$ cat config.mk
export PLATFORM = sky130hd
export DESIGN_NAME = asynchronous_fifo_write_controller_flat
export DESIGN_NICKNAME = d
export VERILOG_FILES = /design/src/rtl/asynchronous_fifo_write_controller_pkg.sv /design/src/rtl/asynchronous_fifo_write_controller_if.sv /design/src/rtl/gray_pointer_synchronizer.sv /design/src/rtl/asynchronous_fifo_write_controller.sv /design/src/flat_wrapper.sv
export SDC_FILE = /design/constraint.sdc
export NUM_CORES = 1
export LEC_CHECK = 0
export ABC_CLOCK_PERIOD_IN_PS = 3800
export CAP_MARGIN = 25
export CORE_MARGIN = 1
export CORE_UTILIZATION = 35
export DETAILED_ROUTE_END_ITERATION = 6
export PLACE_DENSITY_LB_ADDON = 0.2
export SLEW_MARGIN = 15
export SYNTH_ARGS = -nofsm -noshare
export SYNTH_HDL_FRONTEND = slang
export SYNTH_SLANG_ARGS = --single-unit
export TNS_END_PERCENT = 1
$ cat constraint.sdc
create_clock -name clock -period 3.8 [get_ports clock]
set_input_delay 0.76 -clock clock [delete_from_list [all_inputs] [get_ports clock]]
set_output_delay 0.76 -clock clock [all_outputs]
set_load 0.05 [all_outputs]
$ cat src/rtl/asynchronous_fifo_write_controller_pkg.sv
// asynchronous_fifo_pkg: pointer helpers shared by the write and read FIFO controllers
package asynchronous_fifo_pkg;
    localparam int OVERFLOW_COUNT_WIDTH = 16;
    localparam int MAX_POINTER_WIDTH = 32;

    function automatic int pointer_width(input int depth);
        return $clog2(depth);
    endfunction

    function automatic logic [MAX_POINTER_WIDTH-1:0] binary_to_gray(input logic [MAX_POINTER_WIDTH-1:0] b);
        return b ^ (b >> 1);
    endfunction

    // Zero-extended inputs decode correctly, so callers pass narrower pointers widened
    function automatic logic [MAX_POINTER_WIDTH-1:0] gray_to_binary(input logic [MAX_POINTER_WIDTH-1:0] g);
        logic [MAX_POINTER_WIDTH-1:0] b;
        for (int i = 0; i < MAX_POINTER_WIDTH; i++) b[i] = ^(g >> i);
        return b;
    endfunction
endpackage

$ cat src/rtl/asynchronous_fifo_write_controller_if.sv
// asynchronous_fifo_write_controller_if: producer, memory and status signals of the FIFO write side
interface asynchronous_fifo_write_controller_if #(
    parameter int DATA_WIDTH = 16,
    parameter int DATA_DEPTH = 4096
);
    import asynchronous_fifo_pkg::*;
    localparam int PW = pointer_width(DATA_DEPTH);
    logic                            write_enable;
    logic [DATA_WIDTH-1:0]           write_data;
    logic [PW-1:0]                   read_pointer_gray;
    logic                            memory_write_enable;
    logic [PW-1:0]                   memory_write_address;
    logic [DATA_WIDTH-1:0]           memory_write_data;
    logic [PW-1:0]                   write_pointer_gray;
    logic                            full;
    logic                            almost_full;
    logic [PW-1:0]                   fill_level;
    logic [OVERFLOW_COUNT_WIDTH-1:0] overflow_count;

    modport master (
        output write_enable, write_data, read_pointer_gray,
        input  memory_write_enable, memory_write_address, memory_write_data,
        input  write_pointer_gray, full, almost_full, fill_level, overflow_count
    );

    modport slave (
        input  write_enable, write_data, read_pointer_gray,
        output memory_write_enable, memory_write_address, memory_write_data,
        output write_pointer_gray, full, almost_full, fill_level, overflow_count
    );
endinterface

$ cat src/rtl/gray_pointer_synchronizer.sv
// gray_pointer_synchronizer: two-flop synchronizer for a foreign Gray pointer, decoded to binary
module gray_pointer_synchronizer
    import asynchronous_fifo_pkg::*;
#(
    parameter int WIDTH = 4
) (
    input  logic             clock,
    input  logic             reset_n,
    input  logic [WIDTH-1:0] i_gray,
    output logic [WIDTH-1:0] o_binary
);
    logic [WIDTH-1:0] r_stage1;
    logic [WIDTH-1:0] r_stage2;

    always_ff @(posedge clock) begin
        if (!reset_n) begin
            r_stage1 <= '0;
            r_stage2 <= '0;
        end else begin
            r_stage1 <= i_gray;
            r_stage2 <= r_stage1;
        end
    end

    assign o_binary = WIDTH'(gray_to_binary(MAX_POINTER_WIDTH'(r_stage2)));
endmodule

$ cat src/rtl/asynchronous_fifo_write_controller.sv
// asynchronous_fifo_write_controller: write side of a dual-clock FIFO with pessimistic full/fill status.
// Defining ASYNCHRONOUS_FIFO_OVERFLOW_COUNTER_EN adds a saturating count of writes dropped while full.
module asynchronous_fifo_write_controller
    import asynchronous_fifo_pkg::*;
#(
    parameter int DATA_WIDTH            = 16,
    parameter int DATA_DEPTH            = 4096,
    parameter int ALMOST_FULL_THRESHOLD = DATA_DEPTH - 4
) (
    input logic                               clock,
    input logic                               reset_n,
    asynchronous_fifo_write_controller_if.slave bus
);
    localparam int PW = pointer_width(DATA_DEPTH);

    logic [PW-1:0]         r_write_pointer;
    logic [PW-1:0]         r_write_pointer_gray;
    logic [PW-1:0]         r_fill_level;
    logic                  r_full;
    logic                  r_almost_full;
    logic                  w_accept;
    logic [PW-1:0]         w_next_pointer;
    logic [PW-1:0]         w_read_pointer;
    logic [PW-1:0]         w_fill_next;
    logic [DATA_WIDTH-1:0] w_write_data;

    gray_pointer_synchronizer #(.WIDTH(PW)) u_read_pointer_sync (
        .clock    (clock),
        .reset_n  (reset_n),
        .i_gray   (bus.read_pointer_gray),
        .o_binary (w_read_pointer)
    );

    assign w_accept       = bus.write_enable && !r_full;
    assign w_next_pointer = r_write_pointer + PW'(w_accept);
    assign w_fill_next    = w_next_pointer - w_read_pointer;
    assign w_write_data   = bus.write_data;

    // Status uses the lagging synchronized read pointer, so it can only over-report occupancy
    always_ff @(posedge clock) begin
        if (!reset_n) begin
            r_write_pointer      <= '0;
            r_write_pointer_gray <= '0;
            r_fill_level         <= '0;
            r_full               <= 1'b0;
            r_almost_full        <= 1'b0;
        end else begin
            r_write_pointer      <= w_next_pointer;
            r_write_pointer_gray <= PW'(binary_to_gray(MAX_POINTER_WIDTH'(w_next_pointer)));
            r_fill_level         <= w_fill_next;
            r_full               <= (w_next_pointer + PW'(1)) == w_read_pointer;
            r_almost_full        <= {1'b0, w_fill_next} >= (PW + 1)'(ALMOST_FULL_THRESHOLD);
        end
    end

`ifdef ASYNCHRONOUS_FIFO_OVERFLOW_COUNTER_EN
    logic [OVERFLOW_COUNT_WIDTH-1:0] r_overflow_count;

    always_ff @(posedge clock) begin
        if (!reset_n)
            r_overflow_count <= '0;
        else if (bus.write_enable && r_full && r_overflow_count != '1)
            r_overflow_count <= r_overflow_count + OVERFLOW_COUNT_WIDTH'(1);
    end

    assign bus.overflow_count = r_overflow_count;
`else
    assign bus.overflow_count = '0;
`endif

    assign bus.memory_write_enable  = w_accept;
    assign bus.memory_write_address = r_write_pointer;
    assign bus.memory_write_data    = w_write_data;
    assign bus.write_pointer_gray   = r_write_pointer_gray;
    assign bus.full                 = r_full;
    assign bus.almost_full          = r_almost_full;
    assign bus.fill_level           = r_fill_level;
endmodule

$ cat src/flat_wrapper.sv
// flat-port wrapper written by rule: the top's interface ports become plain ports
module asynchronous_fifo_write_controller_flat import asynchronous_fifo_pkg::*;
#(
    parameter int DATA_WIDTH            = 16,
    parameter int DATA_DEPTH            = 4096,
    parameter int ALMOST_FULL_THRESHOLD = DATA_DEPTH - 4
)
  (clock, reset_n, bus_write_enable, bus_write_data, bus_read_pointer_gray, bus_memory_write_enable, bus_memory_write_address, bus_memory_write_data, bus_write_pointer_gray, bus_full, bus_almost_full, bus_fill_level, bus_overflow_count);
  asynchronous_fifo_write_controller_if #(.DATA_WIDTH(DATA_WIDTH), .DATA_DEPTH(DATA_DEPTH)) bus_i ();
  input logic clock;
  input logic reset_n;
  input wire logic [$bits(bus_i.write_enable)-1:0] bus_write_enable;
  input wire logic [$bits(bus_i.write_data)-1:0] bus_write_data;
  input wire logic [$bits(bus_i.read_pointer_gray)-1:0] bus_read_pointer_gray;
  output wire logic [$bits(bus_i.memory_write_enable)-1:0] bus_memory_write_enable;
  output wire logic [$bits(bus_i.memory_write_address)-1:0] bus_memory_write_address;
  output wire logic [$bits(bus_i.memory_write_data)-1:0] bus_memory_write_data;
  output wire logic [$bits(bus_i.write_pointer_gray)-1:0] bus_write_pointer_gray;
  output wire logic [$bits(bus_i.full)-1:0] bus_full;
  output wire logic [$bits(bus_i.almost_full)-1:0] bus_almost_full;
  output wire logic [$bits(bus_i.fill_level)-1:0] bus_fill_level;
  output wire logic [$bits(bus_i.overflow_count)-1:0] bus_overflow_count;
  assign bus_i.write_enable = bus_write_enable;
  assign bus_i.write_data = bus_write_data;
  assign bus_i.read_pointer_gray = bus_read_pointer_gray;
  assign bus_memory_write_enable = bus_i.memory_write_enable;
  assign bus_memory_write_address = bus_i.memory_write_address;
  assign bus_memory_write_data = bus_i.memory_write_data;
  assign bus_write_pointer_gray = bus_i.write_pointer_gray;
  assign bus_full = bus_i.full;
  assign bus_almost_full = bus_i.almost_full;
  assign bus_fill_level = bus_i.fill_level;
  assign bus_overflow_count = bus_i.overflow_count;
  asynchronous_fifo_write_controller #(.DATA_WIDTH(DATA_WIDTH), .DATA_DEPTH(DATA_DEPTH), .ALMOST_FULL_THRESHOLD(ALMOST_FULL_THRESHOLD)) u_core (.clock(clock), .reset_n(reset_n), .bus(bus_i));
endmodule
# Word-level counts from Yosys, hierarchy flattened
# Index checks and enable logic that the tools add are counted.
# Widths: inputs -> output; s select.
# word_totals
regBits,62
in_bits,31
# op_classes
addsub,3
order_cmp,1
n_eq_ne,1
n_bitwise,1
n_reduce_logical,14
# op_table
operator,count
$reduce_xor 32->1,12
$add 12x1->12,1
$add 12x1->12 const B,1
$eq 12x12->1,1
$ge 12x12->1 const B,1
$sub 12x12->12,1
$xor 12x11->12,1
$logic_and 1x1->1,1
$logic_not 1->1,1

# Logic depth before layout (Yosys ltp)
# depth
depth_word,5
ltp_mapped,18
depth_no_buf,17

# By module
# Synthesis repeated with hierarchy kept, for this count alone.
# hier_totals
hier_cells,342
area_unflattened_um2,3387.0
# by_module_without_submodules
mod,n_inst,cells_per_inst,area_per_inst_um2,seq_area_each_um2
asynchronous_fifo_write_controller,1,273,2469.9,740.7
gray_pointer_synchronizer,1,69,917.1,480.5

# Worst setup path before layout
# No wires, ideal clock.
# synth_timing
kind,input port to flip-flop
start,in bus_write_enable
end,"reg u_core.r_almost_full, in the netlist u_core.bus.almost_full"
arrival_ns,4.441
required_ns,3.697
slack_ns,-0.744
stages,14
n_path_buf,0
path_cell_list,nor2b_1 ha_1 ha_1 nand2_1 nor2_1 xnor2_1 inv_1 ha_1 or4_1 o211a_1 o22ai_1 a21oi_1 or3_1 a2111oi_2
# synth_via
elab_chain_cells,4
# synth_lines
element,line,text
start: declaration,flat_wrapper.sv:12,input wire logic [$bits(bus_i.write_enable)-1:0] bus_write_enable;
$logic_and 1x1->1,asynchronous_fifo_write_controller.sv:34,assign w_accept = bus.write_enable && !r_full;
$add 12x1->12,asynchronous_fifo_write_controller.sv:35,assign w_next_pointer = r_write_pointer + PW'(w_accept);
named net u_core.w_next_pointer[6],asynchronous_fifo_write_controller.sv:22,logic [PW-1:0] w_next_pointer;
$sub 12x12->12,asynchronous_fifo_write_controller.sv:36,assign w_fill_next = w_next_pointer - w_read_pointer;
$ge 12x12->1,asynchronous_fifo_write_controller.sv:52,"r_almost_full <= {1'b0, w_fill_next} >= (PW + 1)'(ALMOST_FULL_THRESHOLD);"
end signal: assignment,asynchronous_fifo_write_controller.sv:52,
end: declaration,asynchronous_fifo_write_controller.sv:20,logic r_almost_full;
# The timed path passes the listed nets, and every way through them passes these cells.
# A chain may end at the register's enable or synchronous reset.

# Final worst setup path
# layout_timing
start,reg u_core.u_read_pointer_sync.r_stage2[10]
end,"reg u_core.r_almost_full, in the netlist u_core.bus.almost_full"
# layout_via
elab_chain_cells,3
word_cells_on_any_way,13
cone_classes,add/sub (1); order compare (1); reduce/logical (11)
# layout_lines
element,line,text
start: declaration,gray_pointer_synchronizer.sv:13,logic [WIDTH-1:0] r_stage2;
start signal: assignment,gray_pointer_synchronizer.sv:21,r_stage2 <= r_stage1;
$reduce_xor 32->1,asynchronous_fifo_write_controller_pkg.sv:17,for (int i = 0; i < MAX_POINTER_WIDTH; i++) b[i] = ^(g >> i);
$sub 12x12->12 (*),asynchronous_fifo_write_controller.sv:36,
$ge 12x12->1 (*),asynchronous_fifo_write_controller.sv:52,
# Mark *: on every way between the ends. The rest lies on a longest branch, timed or not.

==> metrics.txt <==
outcome=finished, final reports clean; Worst-path clk slew=0.06 ns; htree depth=3; Worst R2R Path Depth=17; total CTS buffers=9; Max Clock Freq=268.8 MHz; Worst-Skew Late Latency=0.34 ns; Max Transition Viols Final=0; Final #Nets=499; Comb pwr share=0.349; Wirelength per Cell=12.24 um; Antenna Nets Post-Route=0; post-route setup TNS=0 ns; Die Area=0.01020 sq mm; Layout Cells excl Fill=579; Worst-Margin Slew=0.5414 ns; Crit. End Element=register; share of cells above drive strength 1=0.2400; Synth cell types=50; Port Buffer Count=53; design area=0.004718 sq mm; Critical Path AT=3.96 ns; initial core utilization=0.3661; post-synthesis sequential area ratio=0.3559; Synth area leaders=dfxtp_1, xnor2_1, and2_1, ha_1, buf_4; top-area cell type share of the netlist area=0.3559; # fillers=916; core area=0.009371 sq mm; # DRC=0; antenna violations before repair=0; Pint=0.001480 W; Commonest cells post-synth=dfxtp_1, and2_1, xnor2_1; # rows=35; vias in the first global route=2442; flops & latches, synth=61; MaxCap Viol Count=0; Syn Area/Cell=9.774 sq um; Rel. slew slack=0.6386; slowest CP cell=or4b_4; Switching Fraction=0.3186; ant diodes=0; RSZ-0062 raised after global routing=yes; CTS root buf=clkbuf_8; placed cell area=0.004408 sq mm; Place WS=-0.2491 ns; hpwl dp=5.547 mm; most frequent cell after synthesis=dfxtp_1; pwr/cell area=460.3 mW/mm^2; pin count of the biggest net entering global routing=46; Cells after Synth=351; EDFF count, synth=0; CP required=4.04 ns; GR Overflow Total=0; endpoints failing setup=0; hold depth=1; leading area contributor after synthesis=dfxtp_1; Worst Path Max Fanout=3; R2R Setup Slk=0.08 ns; Layout area overhead=37.53%; CTS tree=done; Primary FF master, synth=dfxtp_1; DRT iter0 DRCs=75; CTS Buffer Depth=2; Yosys warnings=0; grt met3 use=0.04716; crit start category=register; post-route minimum period=3.721 ns; drt total wl=7.088 mm; routed vias/inst=4.269; switching component of the power=0.0006919 W; min-delay worst type=register to register; worst clock skew=0.007801 ns; met1 Use GR=0.1814; Die Span X=101.0 um; Post-CTS Hold Buffers=0; First-pass DRT Iterations=4; gpl congestion=0.8423; sequential share of power=0.327; Final WS setup=0.07933 ns; synthesized area=0.003431 sq mm; final hold vios=0; ys async rst share=0; M2 GR Usage=0.2629; Chip Height=101.0 um; power share of the clock group=0.324; Lkg Pwr=2.079 nW; CP max stage delay=0.51 ns; GRT busiest layer=met2; post-placement cell count=560; Tcrit/Tclk final=0.9791; io pins=102; GRT Util Overall=0.1522; Clock Sink Count=61; via count=2472; CP Class=register to register; maximum vdd drop=0.2175 mV; CP Cell Sequence=xnor2_4 -> xnor2_4 -> xnor2_2 -> inv_2 -> xor2_4 -> xnor2_2 -> xnor2_1 -> ha_2 -> inv_1 -> fa_2 -> a21o_1 -> a21oi_2 -> buf_4 -> xnor2_1 -> nand4_1 -> or4b_4 -> a2111oi_4; first-pass GRT wire length=11.66 mm
==> through the flow <==
step / total power, W / utilization / hold WS (ns)
CTS: 0.002184 / 0.4960 / 0.4246
detailed placement: 0.001473 / 0.4704 / 0.4097
global placement: 0.001469 / 0.4704 / 0.4118
finish: 0.002172 / 0.5035 / 0.4244
global route: 0.002286 / 0.5035 / 0.4419
floorplan: 0.001284 / - / 0.4057
==> final cells by class <==
class	instances	area (sq um)	share of cell area
Clock buffer	12	145.1	0.03076
Clock inverter	4	95.09	0.02015
Inverter	12	45.04	0.009547
Multi-Input combinational cell	252	2095	0.4439
Sequential cell	61	1226	0.2599
Tap cell	129	161.4	0.03421
Timing Repair Buffer	109	950.9	0.2015
==> worst max-delay path: cells and delay by family, from the launching register on <==
| family | cells | cell delay, ns |
|---|---|---|
| compound gates | 3 | 0.65 |
| xor+xnor | 7 | 1.15 |
| fa+ha+maj | 2 | 0.54 |
| buf+inv | 3 | 0.28 |
| flops | 1 | 0.35 |
| simple gates | 2 | 0.64 |
==> final timing paths <==
| kind | startpoint | to |
|---|---|---|
| setup / recovery | u_core.u_read_pointer_sync.r_stage2[10]$_SDFF_PN0_ | u_core.bus.almost_full$_SDFF_PN0_ |
| hold / removal | u_core.u_read_pointer_sync.r_stage1[4]$_SDFF_PN0_ | u_core.u_read_pointer_sync.r_stage2[4]$_SDFF_PN0_ |
| hold reg to reg | u_core.u_read_pointer_sync.r_stage1[4]$_SDFF_PN0_ | u_core.u_read_pointer_sync.r_stage2[4]$_SDFF_PN0_ |
| setup reg to reg | u_core.u_read_pointer_sync.r_stage2[10]$_SDFF_PN0_ | u_core.bus.almost_full$_SDFF_PN0_ |
==> power groups by stage <==
| stage | clock (W) | sequential, W | combinational (W) |
|---|---|---|---|
| after detailed placement | 0 | 0.000726 | 0.000747 |
| after global routing | 0.000746 | 0.000716 | 0.000824 |
| final | 0.000704 | 0.000710 | 0.000758 |
| after floorplan | 0 | 0.000866 | 0.000418 |
| after global placement | 0 | 0.000725 | 0.000744 |
| after CTS | 0.000722 | 0.000711 | 0.000751 |
==> routing by layer <==
metal	part of all wire	up-vias	routed length (um)
met5	0	-	0
met4	0.0099	0	70
met3	0.037	5	261
met2	0.49	58	3450
met1	0.47	1102	3305
li1	-	1307	-
==> placed cells by master, fill, tap and decap left out, types with 6 or more instances in the layout <==
master	netlist	final
clkdlybuf4s50_1	0	53
xor2_1	18	17
o21ai_0	7	6
ha_1	22	18
xnor2_1	34	30
nor2_1	18	17
buf_4	33	56
a21oi_1	13	11
nand2_1	15	14
dfxtp_1	61	59
and2_1	46	46
conb_1	1	16
clkbuf_8	0	10
nand3_1	9	7
xnor2_2	5	7
inv_1	11	11
==> flip-flops by register name (all words and copies together), names as in the netlist <==
register,count
u_core.bus.fill_level,12
u_core.bus.write_pointer_gray,12
u_core.u_read_pointer_sync.r_stage1,12
u_core.u_read_pointer_sync.r_stage2,12
u_core.bus.memory_write_address,11
u_core.bus.almost_full,1
u_core.bus.full,1
==> timing repair <==
action / CTS / global route
pin swaps: 2 / 14
gates cloned: 0 / 0
buffers inserted: 0 / 3
resized for setup: 0 / 9
endpoints found under the setup margin: 2 / 2
endpoints found under the hold margin: 0 / 0
==> kinds of logic (layout without fill, tap and decap cells) <==
kind of cell,after synthesis,after routing,share of synthesized area
AOI/OAI and AO/OA,36,36,0.07002
xor gates and xnor gates,62,62,0.1940
adders and majority gates,24,24,0.08899
buffers and inverters,53,137,0.09628
DFF,61,61,0.3559
muxes,2,2,0.005835
other,1,16,0.001093
and+or+nand+nor,112,112,0.1878
Power figures use the tool's default switching activity.
